<file path="src/rtl/scc_pkg.sv">
// Shared definitions for the SCC run controller: FSM state encoding and
// the default per-core error-bit width.
package scc_pkg;

    typedef enum logic [1:0] {
        ST_IDLE  = 2'd0,
        ST_RESET = 2'd1,
        ST_RUN   = 2'd2,
        ST_DONE  = 2'd3
    } scc_state_e;

    localparam int SCC_ERR_W = 2;

endpackage

</file>
<file path="src/rtl/scc_sat_counter.sv">
// Up-counter with synchronous clear and enable. It optionally sticks at
// all-ones instead of wrapping.
module scc_sat_counter #(
    parameter int WIDTH = 8
) (
    input  logic             clk,
    input  logic             rst_n,
    input  logic             clr,
    input  logic             en,
    input  logic             sat_en,
    output logic [WIDTH-1:0] count
);

    logic [WIDTH-1:0] count_q;
    logic [WIDTH-1:0] count_d;

    always_comb begin
        count_d = count_q;
        if (clr) begin
            count_d = '0;
        end else if (en && !(sat_en && (&count_q))) begin
            count_d = count_q + WIDTH'(1);
        end
    end

    always_ff @(posedge clk or negedge rst_n) begin
        if (!rst_n) begin
            count_q <= '0;
        end else begin
            count_q <= count_d;
        end
    end

    assign count = count_q;

endmodule

</file>
<file path="src/rtl/scc_run_ctrl.sv">
// Run controller for NUM_CORES SCC cores. It sequences reset hold, the run
// under a cycle budget, and stop, with sticky halt and error capture.
module scc_run_ctrl
    import scc_pkg::*;
#(
    parameter int NUM_CORES  = 1,
    parameter int RST_HOLD   = 3,
    parameter int MAX_CYCLES = 1000,
    parameter int CNT_W      = 32,
    parameter int ERR_W      = SCC_ERR_W
) (
    input  logic                       clk,
    input  logic                       rst,
    input  logic                       start,
    input  logic                       abort,
    input  logic [NUM_CORES-1:0]       core_halt_f,
    input  logic [NUM_CORES*ERR_W-1:0] core_err_bits,
    output logic                       core_rst,
    output logic [NUM_CORES-1:0]       core_clk_en,
    output logic                       busy,
    output logic                       done,
    output logic                       timeout,
    output logic                       aborted,
    output logic [NUM_CORES-1:0]       halted_mask,
    output logic [NUM_CORES*ERR_W-1:0] err_latched,
    output logic                       err_any,
    output logic [CNT_W-1:0]           cycle_count
);

    localparam int HOLD_W = $clog2(RST_HOLD + 1);

    scc_state_e                 state_q, state_d;
    logic                       core_rst_q, core_rst_d;
    logic [NUM_CORES-1:0]       clk_en_q, clk_en_d;
    logic                       busy_q, busy_d;
    logic                       done_q, done_d;
    logic                       timeout_q, timeout_d;
    logic                       aborted_q, aborted_d;
    logic [NUM_CORES-1:0]       halted_q, halted_d;
    logic [NUM_CORES*ERR_W-1:0] err_q, err_d;
    logic                       err_any_q, err_any_d;

    logic [NUM_CORES-1:0]       halted_nxt;
    logic [NUM_CORES*ERR_W-1:0] err_nxt;
    logic                       launch;
    logic [HOLD_W-1:0]          hold_cnt;
    logic                       hold_last;
    logic                       budget_last;

    for (genvar g = 0; g < NUM_CORES; g++) begin : g_core
        assign halted_nxt[g]               = halted_q[g] | core_halt_f[g];
        assign err_nxt[g*ERR_W +: ERR_W]   = err_q[g*ERR_W +: ERR_W] | core_err_bits[g*ERR_W +: ERR_W];
    end

    // The hold counter restarts on every launch, so it never needs to saturate.
    scc_sat_counter #(.WIDTH(HOLD_W)) u_hold_cnt (
        .clk    (clk),
        .rst_n  (rst),
        .clr    (launch),
        .en     (state_q == ST_RESET),
        .sat_en (1'b1),
        .count  (hold_cnt)
    );

    scc_sat_counter #(.WIDTH(CNT_W)) u_cycle_cnt (
        .clk    (clk),
        .rst_n  (rst),
        .clr    (launch),
        .en     (state_q == ST_RUN),
        .sat_en (1'b1),
        .count  (cycle_count)
    );

    assign hold_last   = (hold_cnt == HOLD_W'(RST_HOLD - 1));
    assign budget_last = (cycle_count == CNT_W'(MAX_CYCLES - 1));

    always_comb begin
        state_d   = state_q;
        timeout_d = timeout_q;
        aborted_d = aborted_q;
        halted_d  = halted_q;
        err_d     = err_q;
        launch    = 1'b0;
        case (state_q)
            ST_IDLE, ST_DONE: begin
                if (start) begin
                    launch    = 1'b1;
                    state_d   = ST_RESET;
                    timeout_d = 1'b0;
                    aborted_d = 1'b0;
                    halted_d  = '0;
                    err_d     = '0;
                end
            end
            ST_RESET: begin
                if (hold_last) begin
                    state_d = ST_RUN;
                end
            end
            ST_RUN: begin
                halted_d = halted_nxt;
                err_d    = err_nxt;
                // A halt beats the budget when both land in the same cycle.
                if (abort) begin
                    state_d   = ST_DONE;
                    aborted_d = 1'b1;
                end else if (&halted_nxt) begin
                    state_d = ST_DONE;
                end else if (budget_last) begin
                    state_d   = ST_DONE;
                    timeout_d = 1'b1;
                end
            end
            default: state_d = ST_IDLE;
        endcase

        core_rst_d = (state_d == ST_IDLE) || (state_d == ST_RESET);
        busy_d     = (state_d == ST_RESET) || (state_d == ST_RUN);
        done_d     = (state_d == ST_DONE);
        err_any_d  = |err_d;
        case (state_d)
            ST_RESET: clk_en_d = '1;
            ST_RUN:   clk_en_d = ~halted_d;
            default:  clk_en_d = '0;
        endcase
    end

    always_ff @(posedge clk or negedge rst) begin
        if (!rst) begin
            state_q    <= ST_IDLE;
            core_rst_q <= 1'b1;
            clk_en_q   <= '0;
            busy_q     <= 1'b0;
            done_q     <= 1'b0;
            timeout_q  <= 1'b0;
            aborted_q  <= 1'b0;
            halted_q   <= '0;
            err_q      <= '0;
            err_any_q  <= 1'b0;
        end else begin
            state_q    <= state_d;
            core_rst_q <= core_rst_d;
            clk_en_q   <= clk_en_d;
            busy_q     <= busy_d;
            done_q     <= done_d;
            timeout_q  <= timeout_d;
            aborted_q  <= aborted_d;
            halted_q   <= halted_d;
            err_q      <= err_d;
            err_any_q  <= err_any_d;
        end
    end

    assign core_rst    = core_rst_q;
    assign core_clk_en = clk_en_q;
    assign busy        = busy_q;
    assign done        = done_q;
    assign timeout     = timeout_q;
    assign aborted     = aborted_q;
    assign halted_mask = halted_q;
    assign err_latched = err_q;
    assign err_any     = err_any_q;

endmodule

</file>
<file path="config.mk">
export PLATFORM = sky130hd
export DESIGN_NAME = scc_run_ctrl
export DESIGN_NICKNAME = d
export VERILOG_FILES = /design/src/rtl/scc_pkg.sv /design/src/rtl/scc_sat_counter.sv /design/src/rtl/scc_run_ctrl.sv
export SDC_FILE = /design/constraint.sdc
export NUM_CORES = 1
export LEC_CHECK = 0
export ABC_AREA = 1
export CAP_MARGIN = 25
export CELL_PAD_IN_SITES_DETAIL_PLACEMENT = 1
export CELL_PAD_IN_SITES_GLOBAL_PLACEMENT = 2
export CORE_UTILIZATION = 29
export DETAILED_ROUTE_END_ITERATION = 10
export GPL_TIMING_DRIVEN = 0
export PLACE_DENSITY = 0.83
export SETUP_SLACK_MARGIN = 0.5
export SYNTH_ARGS = -nofsm -noshare
export SYNTH_HDL_FRONTEND = slang
export SYNTH_SLANG_ARGS = --single-unit
</file>
<file path="constraint.sdc">
create_clock -name clk -period 2.45 [get_ports clk]
set_input_delay 0.49 -clock clk [delete_from_list [all_inputs] [get_ports clk]]
set_output_delay 0.49 -clock clk [all_outputs]
set_load 0.05 [all_outputs]
</file>
# Yosys cells after proc, flatten, opt, wreduce, memory -nomap -nowiden
# Index checks and enable logic that the tools add are counted.
dict set report totals {
  regBits 46
  in_bits 7
  out_inout_bits 42
  elab_cells 71
}
dict set report op_classes {
  add_sub_neg 2
  n_eq_ne 13
  muxes 24
  bitwise_logic 3
  reduce_logical 17
}
# cell count
set op_table {}
lappend op_table {{32-bit 2-to-1 mux} 2}
lappend op_table {{32-bit by 1-bit adder with 32-bit output, second input constant} 1}
lappend op_table {{32-bit by 10-bit == test with 1-bit output, second input constant} 1}
lappend op_table {{32-bit AND reduction} 1}
lappend op_table {{2-bit 2-to-1 mux} 8}
lappend op_table {{2-bit == test, second input constant} 5}
lappend op_table {{2-bit inequality test, second input constant} 5}
lappend op_table {{1-bit 2-to-1 mux} 8}
lappend op_table {{1-bit case mux with 2 select lines} 4}
lappend op_table {{2-bit case mux with 3 select lines} 1}
lappend op_table {{2-bit nonzero test} 3}
lappend op_table {{5-bit AND reduction} 1}
lappend op_table {{2-bit by 1-bit == test with 1-bit output, second input constant} 2}
lappend op_table {{2-bit zero test} 2}
lappend op_table {{2-bit case mux with 2 select lines} 1}
lappend op_table {{2-bit OR reduction} 2}
lappend op_table {{3-bit AND reduction} 1}
lappend op_table {{2-bit by 1-bit adder with 2-bit output, second input constant} 1}
lappend op_table {{1-bit logical AND} 2}
lappend op_table {{1-bit zero test} 2}
lappend op_table {{1-bit logical OR} 2}
lappend op_table {{2-bit OR} 1}
lappend op_table {{2-bit AND reduction} 1}
lappend op_table {{1-bit inverter} 1}
lappend op_table {{1-bit OR} 1}

# Logic depth before layout (Yosys ltp)
dict set report depth {
  depth_word 7
  ltp_mapped 14
  mapped_depth_nobuf 14
}

# Modules after synthesis
# Synthesis repeated with hierarchy kept, for this count alone.
dict set report hier_totals {
  cells_unflattened 474
  area_unflattened_um2 3151.8
}
# mod instances cells_each area_per_inst_um2 seq_area_each_um2
set by_module_without_submodules {}
lappend by_module_without_submodules {{scc_sat_counter at u_cycle_cnt} 1 353 2262.2 800.8}
lappend by_module_without_submodules {scc_run_ctrl 1 108 777.0 301.5}
lappend by_module_without_submodules {{scc_sat_counter at u_hold_cnt} 1 13 112.6 50.0}

# Least setup slack after synthesis
# OpenSTA, ideal clock, no wires.
dict set report synth_path {
  path_kind {register -> register}
  startpoint {register u_cycle_cnt.count_q[0], in the netlist u_cycle_cnt.count[0]}
  endpoint {register clk_en_q, in the netlist core_clk_en}
  setup_ns 0.119
  arrival_ns 2.089
  t_required_ns 2.331
  path_slack_ns 0.242
  path_stages_with_launch 15
  n_path_buf 0
  period_less_slack_ns 2.208
  path_cell_list {dfrtp_1 -> ha_1 -> nand2_2 -> nor2_1 -> nand2_1 -> nor2_1 -> nand2_1 -> nand2_1 -> nand2_1 -> nand2_1 -> nand2_1 -> ha_1 -> inv_1 -> nor2_1 -> o21a_1}
}
dict set report synth_via {
  elab_chain_cells 7
  word_cells_on_any_way 8
  cone_classes {eq/ne (3); mux (5)}
}
# element line
set synth_rtl {}
lappend synth_rtl {{start: declaration} scc_sat_counter.sv:14} ;# logic [WIDTH-1:0] count_q;
lappend synth_rtl {{start signal: assignment} scc_sat_counter.sv:30} ;# count_q <= count_d;
lappend synth_rtl {{32-bit by 10-bit == test with 1-bit output (*)} scc_run_ctrl.sv:75} ;# assign budget_last = (cycle_count == CNT_W'(MAX_CYCLES - 1));
lappend synth_rtl {{2-bit 2-to-1 mux (*)} scc_run_ctrl.sv:109} ;# end else if (budget_last) begin
lappend synth_rtl {{2-bit 2-to-1 mux (*)} scc_run_ctrl.sv:107} ;# end else if (&halted_nxt) begin
lappend synth_rtl {{2-bit 2-to-1 mux (*)} scc_run_ctrl.sv:104} ;# if (abort) begin
lappend synth_rtl {{2-bit case mux with 3 select lines (*)} scc_run_ctrl.sv:84} ;# case (state_q)
lappend synth_rtl {{2-bit == test or 2-bit by 1-bit == test with 1-bit output (tied branches)} scc_run_ctrl.sv:121} ;# case (state_d)
lappend synth_rtl {{1-bit case mux with 2 select lines (*)} scc_run_ctrl.sv:121}
lappend synth_rtl {{net clk_en_d} scc_run_ctrl.sv:34} ;# logic [NUM_CORES-1:0] clk_en_q, clk_en_d;
lappend synth_rtl {{end signal: assignment} scc_run_ctrl.sv:143} ;# clk_en_q <= clk_en_d;
lappend synth_rtl {{end: declaration} scc_run_ctrl.sv:34}
# The timed path passes the listed nets; every way through them passes the cells marked *.
# A chain may end at the register's enable or synchronous reset.

# Worst setup path in the final report
dict set report layout_path {
  startpoint {register u_cycle_cnt.count_q[0], in the netlist u_cycle_cnt.count[0]}
  endpoint {output cycle_count[0]}
}
# element line
set layout_rtl {}
lappend layout_rtl {{end: declaration} scc_run_ctrl.sv:27} ;# output logic [CNT_W-1:0] cycle_count
# No word-level cell between the ends.

==> metrics.md <==
| Metric | Value |
|---|---|
| Synthesis Warnings | `0` |
| Final net count | `544` |
| Num CTS Buffers | `5` |
| Worst Setup Path Type | `register to output pin` |
| Grt ovf | `0` |
| Area Overhead vs Synth | `31.48%` |
| Die span in y | `104.8 µm` |
| Hpwl dp | `roughly 8 mm` |
| Adder-Cell Fraction of Synth Area | `0.03675` |
| N_diodes | `0` |
| Simple-Gate Fraction of Synth Area | `0.4381` |
| GPL Wtd Cong | `roughly 0.85` |
| Endpoints failing hold | `0` |
| Max-cap viol count | `0` |
| Post-Synth XOR/XNOR Area | `0.02858` |
| Startpoint Class | `register` |
| Mux cell area share after synthesis | `0` |
| Pwr Density | `756.5 nW/µm²` |
| Antenna Nets Post-Route | `0` |
| Die X | `104.8 µm` |
| Post-Layout Inst Area | `4029 µm²` |
| Hold-fix buffers at CTS | `0` |
| Gate power share | `0.508` |
| Int Pwr | `1.593 mW` |
| First-pass DRT Iterations | `4` |
| Critical path's slowest cell | `dlygate4sd2_1` |
| Sequential area share after synthesis | `0.3761` |
| Gate count of the mapped netlist | `between 400 and 500` |
| Port bufs | `48` |
| Lkg Pwr | `2.071 nW` |
| Fin crit share | `0.7806` |
| Outcome | `completed` |
| Avg WL per Cell | `15.34 µm` |
| I/O pins | `49` |
| Slew @ Worst Pin | `slightly below 0.7 ns` |
| Synthesized cell area | `3064 µm²` |
| Synthesized area per cell | `6.676 µm²` |
| CP Data Required Time | `1.96 ns` |
| FMAX | `522.9 MHz` |
| Pin count of the biggest net entering global routing | `30` |
| Largest delay contributor family on the critical path | `buffers and inverters` |
| Commonest cells after routing, fill and taps aside | `nand2_1 (170), nor2_1 (65), inv_1 (47)` |
| Worst-Skew Late Latency | `roughly 0.32 ns` |
| Share of cells above drive strength 1 | `0.1777` |
| Routed wire length | `10.20 mm` |
| Syn Nets | `475` |
| Sw frac | `0.4775` |
| First-pass GRT wire length | `16.39 mm` |
| DRC | `0` |
| Row Count | `37` |
| CTS tree | `yes` |
| Crit path DAT | `about 1.4 ns` |
| Clock Skews | `0.009859 ns` |
| H-tree levels | `2` |
| Worst-path cell chain | `buf_4 > dlygate4sd2_1` |
| Crit path capture type | `output pin` |
| RSZ-0062 raised after global routing | `yes` |
| Sw power | `1.455 mW` |
| Slew Limit Fails | `0` |
| Largest family of logic cells by synthesized area | `simple AND/OR/NAND/NOR gates` |
| Slew margin rel. | `0.5438` |
| Vias/cell | `about 4.8` |
| Minimum clock period | `1.912 ns` |
| Crit Path Max Fanout | `6` |
| Clock share of power | `0.166` |
| Peak supply drop | `0.4886 mV` |
| Initial DRC count | `83` |
| Clk buf depth | `2` |
| Via Count | `3163` |
| FF+latch count, synth | `46` |
| Worst Hold Class | `input pin to async pin` |
| Crit-path max cell delay | `0.54 ns` |
| Vias in the first global route | `3220` |
| Clk sinks | `46` |
| Most common cell after layout, fill and taps aside | `nand2_1` |
| Compound-cell area share of the yosys netlist | `0.04002` |
| Sequential share of power | `0.326` |
| Clock Tree Root | `clkbuf_8` |
| Die ar. | `10980 µm²` |
| Initial antenna violation count | `0` |
| Initial core utilization | `0.2981` |
| Final setup fails | `0` |
| CP bufs+invs | `2` |
| Post-DP Area | `about 3800 µm²` |
| Core box area | `around 10000 µm²` |
| GR Util All Layers | `0.1937` |
| Total power | `roughly 3.0 mW` |
| Clock transition at the registers of the reported paths | `0.10 ns` |
| Netlist cell types | `32` |
[metrics by stage]
stage | cells | worst slack [ns] | TNS [ns] | util | hold WS (ns)
after floorplan | 459 | 0.5197 | 0 | - | 0.1944
after global placement | 643 | -0.6702 | -23.35 | 0.3635 | 0.4882
final | 665 | 0.5375 | 0 | 0.3920 | 0.1093
after detailed placement | 644 | 0.003008 | 0 | 0.3650 | 0.4632
after CTS | 656 | 0.5115 | 0 | 0.3742 | 0.1227
after global routing | 665 | 0.4545 | 0 | 0.3920 | 0.1306
[final cells by class]
cell class	count	area (µm²)
flip-flops and latches	46	1181
clock buffers	5	68.82
multi-input cells	353	1777
fillers	1327	6248
repair buffers	62	553.0
inverters	52	202.7
well taps	136	170.2
plain buffers	8	55.05
clock inverters	3	21.27
[state kept, by name, indices dropped and copies added (netlist names)]
signal and count:
busy 1, halted_mask 1, err_any 1, u_hold_cnt.count 2
err_latched 2, core_rst 1, timeout 1, aborted 1
state_q 2, u_cycle_cnt.count 32, core_clk_en 1, done 1
[power groups by stage]
stage | Clock (mW) | Sequential (mW) | Combinational, mW
after floorplan | 0 | 1.30 | 0.680
after global placement | 0 | 1.01 | 1.40
after detailed placement | 0 | 1.02 | 1.44
after CTS | 0.525 | 0.989 | 1.45
after global routing | 0.550 | 1.01 | 1.71
final | 0.507 | 0.993 | 1.55
[logic make-up after synthesis]
| family | count (synthesis) |
|---|---|
| xor gates and xnor gates | 10 |
| AOI/OAI and AO/OA | 21 |
| and+or+nand+nor | 313 |
| DFF | 46 |
| buffers and inverters | 60 |
| adders and majority gates | 9 |
[routing by layer]
metal	wire [µm]	vias up	track usage
li1	-	1568	-
met1	4503	1542	0.2356
met2	5242	46	0.3519
met3	339	7	0.03369
met4	119	0	0.04728
met5	0	-	0
[timing repair]
| action | in CTS | in global routing |
|---|---|---|
| endpoints found under the hold margin | 0 | 0 |
| resized for setup | 53 | 41 |
| pin swaps | 2 | 7 |
| buffers inserted | 4 | 9 |
| endpoints found under the setup margin | 68 | 25 |
[Yosys cell counts]
library cell / instances / area share
nor3_1: 2 / 0.0033
or2_2: 4 / 0.0082
a211oi_1: 1 / 0.0025
nand4_1: 21 / 0.043
nand2_1: 176 / 0.22
a21oi_1: 6 / 0.0098
ha_1: 9 / 0.037
buf_6: 2 / 0.0073
buf_2: 1 / 0.0016
xor2_1: 9 / 0.026
dfstp_2: 1 / 0.0086
o21a_1: 1 / 0.0025
dfrtp_1: 45 / 0.37
inv_1: 50 / 0.061
o21bai_1: 2 / 0.0049
clkinv_4: 1 / 0.0029
nand3_1: 25 / 0.041
nor2_4: 1 / 0.0037
buf_1: 1 / 0.0012
clkbuf_1: 4 / 0.0049
nor2_1: 73 / 0.089
inv_2: 1 / 0.0012
xnor2_1: 1 / 0.0029
nand2_4: 4 / 0.015
o22ai_1: 2 / 0.0041
nor2_8: 1 / 0.0065
nand2_2: 1 / 0.0020
a31oi_1: 1 / 0.0020
nand3b_1: 2 / 0.0049
a21oi_2: 1 / 0.0029
nor2_2: 3 / 0.0061
o21ai_0: 7 / 0.011
[path summary, 6_finish.rpt]
kind / startpoint / endpoint / slack, ns / depth (start not counted)
worst max register to register: u_cycle_cnt.count[0] / core_clk_en / 0.58 / 14
worst min register to register: aborted / aborted / 0.52 / 2
max in group asynchronous: rst / core_rst / 1.76 / 2
min in group clk: aborted / aborted / 0.52 / 2
worst min-delay path: rst / u_cycle_cnt.count[10] / 0.11 / 1
worst max-delay path: u_cycle_cnt.count[0] / cycle_count[0] / 0.54 / 2
(Power assumes the default switching activity.)
